===== src/rtl/seg_load_arbiter.sv =====
// Two-requester round-robin arbiter that sequences segment-register loads as
// IDLE -> LOAD -> ACK and opens an interrupt-inhibit window after each SS load.
module seg_load_arbiter #(
  parameter int WIDTH          = 20,
  parameter int NSEG           = 4,
  parameter int SELW           = 2,
  parameter int SS_INDEX       = 2,
  parameter int INHIBIT_CYCLES = 2
) (
  input  logic             clk,
  input  logic             reset,
  input  logic             req_a,
  input  logic [SELW-1:0]  sel_a,
  input  logic [WIDTH-1:0] data_a,
  output logic             ack_a,
  input  logic             req_b,
  input  logic [SELW-1:0]  sel_b,
  input  logic [WIDTH-1:0] data_b,
  output logic             ack_b,
  output logic [NSEG-1:0]  seg_load,
  output logic [WIDTH-1:0] seg_data,
  output logic             err,
  output logic             busy,
  output logic             int_inhibit
);

  localparam int              CW       = (INHIBIT_CYCLES < 1) ? 1 : $clog2(INHIBIT_CYCLES + 1);
  localparam logic [CW-1:0]   INH_LOAD = CW'(INHIBIT_CYCLES);
  localparam logic [SELW:0]   NSEG_W   = (SELW+1)'(NSEG);
  localparam logic [SELW-1:0] SS_SEL   = SELW'(SS_INDEX);

  typedef enum logic [1:0] {IDLE, LOAD, ACK} state_e;

  state_e           state_q;
  logic             ptr_b_q;
  logic             win_b_q;
  logic [SELW-1:0]  sel_q;
  logic [NSEG-1:0]  seg_load_q;
  logic [WIDTH-1:0] seg_data_q;
  logic             ack_a_q, ack_b_q, err_q, busy_q, inh_q;
  logic [CW-1:0]    cnt_q, cnt_d;

  logic             grant_b;
  logic [SELW-1:0]  win_sel;
  logic [WIDTH-1:0] win_data;
  logic [NSEG-1:0]  load_dec;
  logic             sel_oob;
  logic             ss_load;

  always_comb begin
    // B wins when alone, or when both request and the pointer favours B
    grant_b  = req_b & (~req_a | ptr_b_q);
    win_sel  = grant_b ? sel_b  : sel_a;
    win_data = grant_b ? data_b : data_a;
    load_dec = '0;
    for (int i = 0; i < NSEG; i++) load_dec[i] = (win_sel == SELW'(i));
    sel_oob  = ({1'b0, sel_q} >= NSEG_W);
    ss_load  = (state_q == LOAD) && (sel_q == SS_SEL);
    cnt_d    = cnt_q;
    if (ss_load)             cnt_d = INH_LOAD;
    else if (cnt_q != '0)    cnt_d = cnt_q - CW'(1);
  end

  always_ff @(posedge clk or negedge reset) begin
    if (!reset) begin
      state_q    <= IDLE;
      ptr_b_q    <= 1'b0;
      win_b_q    <= 1'b0;
      sel_q      <= '0;
      seg_load_q <= '0;
      seg_data_q <= '0;
      ack_a_q    <= 1'b0;
      ack_b_q    <= 1'b0;
      err_q      <= 1'b0;
      busy_q     <= 1'b0;
    end else begin
      case (state_q)
        IDLE: if (req_a | req_b) begin
          state_q    <= LOAD;
          win_b_q    <= grant_b;
          ptr_b_q    <= ~grant_b;
          sel_q      <= win_sel;
          seg_load_q <= load_dec;
          seg_data_q <= win_data;
          busy_q     <= 1'b1;
        end
        LOAD: begin
          state_q    <= ACK;
          seg_load_q <= '0;
          ack_a_q    <= ~win_b_q;
          ack_b_q    <= win_b_q;
          err_q      <= sel_oob;
        end
        ACK: begin
          state_q <= IDLE;
          ack_a_q <= 1'b0;
          ack_b_q <= 1'b0;
          err_q   <= 1'b0;
          busy_q  <= 1'b0;
        end
        default: state_q <= IDLE;
      endcase
    end
  end

  // Window counter; the flag is registered off the next count so it rises in the ACK cycle
  always_ff @(posedge clk or negedge reset) begin
    if (!reset) begin
      cnt_q <= '0;
      inh_q <= 1'b0;
    end else begin
      cnt_q <= cnt_d;
      inh_q <= (cnt_d != '0);
    end
  end

  assign ack_a       = ack_a_q;
  assign ack_b       = ack_b_q;
  assign seg_load    = seg_load_q;
  assign seg_data    = seg_data_q;
  assign err         = err_q;
  assign busy        = busy_q;
  assign int_inhibit = inh_q;

endmodule


===== config.mk =====
export PLATFORM = sky130hd
export DESIGN_NAME = seg_load_arbiter
export DESIGN_NICKNAME = d
export VERILOG_FILES = /design/src/rtl/seg_load_arbiter.sv
export SDC_FILE = /design/constraint.sdc
export NUM_CORES = 1
export LEC_CHECK = 0
export CAP_MARGIN = 25
export CORE_MARGIN = 2
export CORE_UTILIZATION = 36
export DETAILED_ROUTE_END_ITERATION = 6
export PLACE_DENSITY = 0.76
export SETUP_SLACK_MARGIN = 0.4
export SYNTH_ARGS = -nofsm -noshare
export SYNTH_HDL_FRONTEND = slang
export SYNTH_SLANG_ARGS = --single-unit
export TNS_END_PERCENT = 20

===== constraint.sdc =====
create_clock -name clk -period 1.81 [get_ports clk]
set_clock_uncertainty 0.2 [all_clocks]
set_input_delay 0.543 -clock clk [delete_from_list [all_inputs] [get_ports clk]]
set_output_delay 0.543 -clock clk [all_outputs]
set_load 0.02 [all_outputs]

==> flow_metrics.py <==
metrics = {
    "outcome": {
        "outcome": "finished, violations left",
        "violations": "hold timing",
    },
    "sta": {
        "setup_viol": 0,
        "finalMaxSlewViolations": 0,
        "finalCriticalPeriod_ns": 1.655,
        "tns_ns": 0,
        "finalHoldViolCount": 16,
        "fin_crit_sh_pct": 91.41,
        "hold_slack_ns": -0.01360,
        "rsz0062_at_grt": "yes",
        "setup_ws_ns": 0.1555,
        "fmax_mhz": 604.4,
    },
    "logic_synthesis": {
        "synth_compound_area_share_pct": 19.73,
        "synthCells": 135,
        "synth_area_leaders": "dfrtp_1 (57%), a222oi_1 (13%), inv_1 (6.2%), ha_1 (3.2%), nand2_1 (2.4%)",
        "synth_top_family_by_area": "compound AO/OA/AOI/OAI gates",
        "yosysWarnings": 0,
        "syn_area_per_cell_um2": 11.65,
        "synth_nets": 187,
        "synth_cell_types": 25,
        "synthSimpleGateAreaFrac_pct": 7.558,
        "synthAdderAreaFrac_pct": 3.182,
        "yosysTopAreaCellShare_pct": 57.28,
        "ys_seq_area_share_pct": 57.28,
        "netlist_area_um2": 1573,
        "yosysTopAreaCell": "dfrtp_1",
        "synth-seq-cells": 36,
        "synth_mux_area_share_pct": 2.625,
        "synth_xor_area_share_pct": 0,
    },
    "critical_path": {
        "crit_type": "flop to flop",
        "cp_slowest_cell": "or3b_4",
        "cp-end-kind": "flop",
        "cp_num_buf_inv": 1,
        "worstPathMaxFanout": 6,
        "cp-start-kind": "flop",
        "cp_data_required_time_ns": 1.80,
        "arrival_ns": 1.65,
        "crit_family": "simple AND/OR/NAND/NOR gates",
        "path_cells": "inv_2 -> ha_4 -> or3b_4 -> o21ai_4 -> nand2_1 -> o221ai_2",
        "cpPeakStageDelay_ns": 0.45,
    },
    "floorplan": {
        "io_pins": 77,
        "num_rows": 24,
        "start_util_pct": 36.63,
        "die_area_um2": 4913,
        "core_area_um2": 4294,
        "die_w_um": 70.10,
        "die_y_um": 70.10,
    },
    "finish": {
        "final_common_cell": "clkdlybuf4s50_1",
        "synthToLayoutAreaGrowth_pct": 66.91,
        "drive_gt1_share_pct": 31.74,
        "instances_no_fill": 282,
        "antenna_cells": 0,
        "fill_cells": 375,
        "mostFrequentLayoutCells": "clkdlybuf4s50_1 (44), dfrtp_1 (36), inv_1 (24)",
        "area.sequential_um2": 900.9,
        "layout.nets": 281,
        "multiInputGateArea_um2": 608.1,
    },
    "placed_design": {
        "post-place-ws_ns": -0.4341,
        "detailed_place_hpwl_um": 2909,
        "gp_congestion": 0.7947,
        "dp.cells": 264,
        "port_buffers": 75,
    },
    "route": {
        "wire_per_inst_um": 15.60,
        "drcViolationCount": 0,
        "dr.first_iter.drc_count": 129,
        "viasPerCell": 5.209,
        "ant_nets": 0,
        "vias": 1469,
        "drtPass1Iterations": 6,
        "wirelength_um": 4398,
    },
    "global_route": {
        "antenna_found_initial": 0,
        "grt_pass1_vias": 1455,
        "grt_first_pass_wirelength_um": 6782,
        "grtUsageTotal_pct": 17.48,
        "grt_max_degree": 20,
        "overflow": 0,
    },
    "power": {
        "p_per_area_nw_per_um2": 1649,
        "vdd_drop_max_uv": 844.0,
        "fin_total_pwr_mw": 4.329,
        "leakage_nw": 1.321,
    },
    "clocking": {
        "cts_buffers": 5,
        "path_clk_slew_ns": 0.07,
        "cts_sinks": 36,
        "htree_num_levels": 2,
        "clkLatencyLatePin_ns": 0.28,
        "cts_buffer_depth": 2,
        "ctsRootBufferMaster": "clkbuf_8",
        "cts_tree": "built",
    },
    "job": {
        "cap_viol_max_count": 0,
    },
    "hold_path": {
        "min_path_type": "input pin to asynchronous set/reset pin",
    },
}
-- report_power, final --
group,switching [mW],internal [mW],leakage [nW]
sequential,0.236,1.18,0.451
combinational,1.18,1.16,0.824
clock,0.266,0.310,0.0455
total,1.68,2.65,1.32
-- worst reg2reg max path, cell delays in order (launching register included) --
cell,delay [ns]
dfrtp_1,0.40
inv_2,0.08
ha_4,0.19
or3b_4,0.45
o21ai_4,0.10
nand2_1,0.09
o221ai_2,0.06
-- metrics by stage --
stage,hold slack (ns),util (%),cell area (um^2)
final,-0.01360,61.13,2625
after detailed placement,0.2668,56.85,2441
after global placement,0.2504,56.85,2441
after floorplan,0.04741,-,1597
after CTS,-0.009672,58.83,2526
after global routing,-0.0009928,61.13,2625
-- state kept, by name, summed over array words and instances (netlist names) --
| name | count |
|---|---|
| state_q | 2 |
| seg_data | 20 |
| int_inhibit | 1 |
| ack_a | 1 |
| busy | 1 |
| ack_b | 1 |
| cnt_q | 2 |
| win_b_q | 1 |
| ptr_b_q | 1 |
| sel_q | 2 |
| seg_load | 4 |
-- layer usage --
layer / vias to the layer above / wire, um / GRT usage [%]
met5: - / 0 / 0
met4: 0 / 82 / 7.265
met3: 8 / 248 / 4.762
met2: 55 / 2251 / 29.31
met1: 725 / 1816 / 21.21
li1: 681 / - / -
-- cells in the mapped netlist (all sizes together) --
cell	count
nand3b	4
and3b	1
or3b	1
a222oi	20
inv	26
a21boi	1
nand2b	2
nor2	2
mux2	1
o21ai	8
a21oi	1
mux2i	3
dfrtp	36
a21o	2
nand2	10
and3	1
a32o	2
o221ai	2
conb	1
buf	7
ha	4
-- timing repair --
item | 4_1_cts | 5_1_grt
setup endpoints to repair | 60 | 63
buffers inserted | 5 | 2
gates cloned | 1 | 2
hold endpoints to repair | 16 | 0
pin swaps | 2 | 7
resized for setup | 140 | 10
-- worst paths after layout --
check / start / end / slack, ns / depth (start not counted)
min reg2reg: cnt_q[0] / cnt_q[1] / 0.28 / 2
max reg2reg: state_q[0] / seg_load[1] / 0.16 / 6
max: state_q[0] / seg_load[1] / 0.16 / 6
min in group clk: cnt_q[0] / cnt_q[1] / 0.28 / 2
min: reset / seg_data[14] / -0.01 / 1
max in group asynchronous: reset / state_q[1] / 0.89 / 2
-- logic make-up (layout without fill, tap and decap cells) --
family	after synthesis	after routing
buf+inv	33	127
compound gates	36	36
fa+ha+maj	4	4
other cells	1	1
flops	36	36
simple gates	21	22
mux	4	4
-- layout make-up --
| type | count | share of cell area, % |
|---|---|---|
| Clock buffer | 8 | 3.432 |
| Tap cell | 52 | 2.479 |
| Sequential cell | 36 | 34.32 |
| Inverter | 26 | 3.718 |
| Timing Repair Buffer | 93 | 32.89 |
| Multi-Input combinational cell | 67 | 23.16 |
Note: power is estimated with default switching activity, not from simulation.
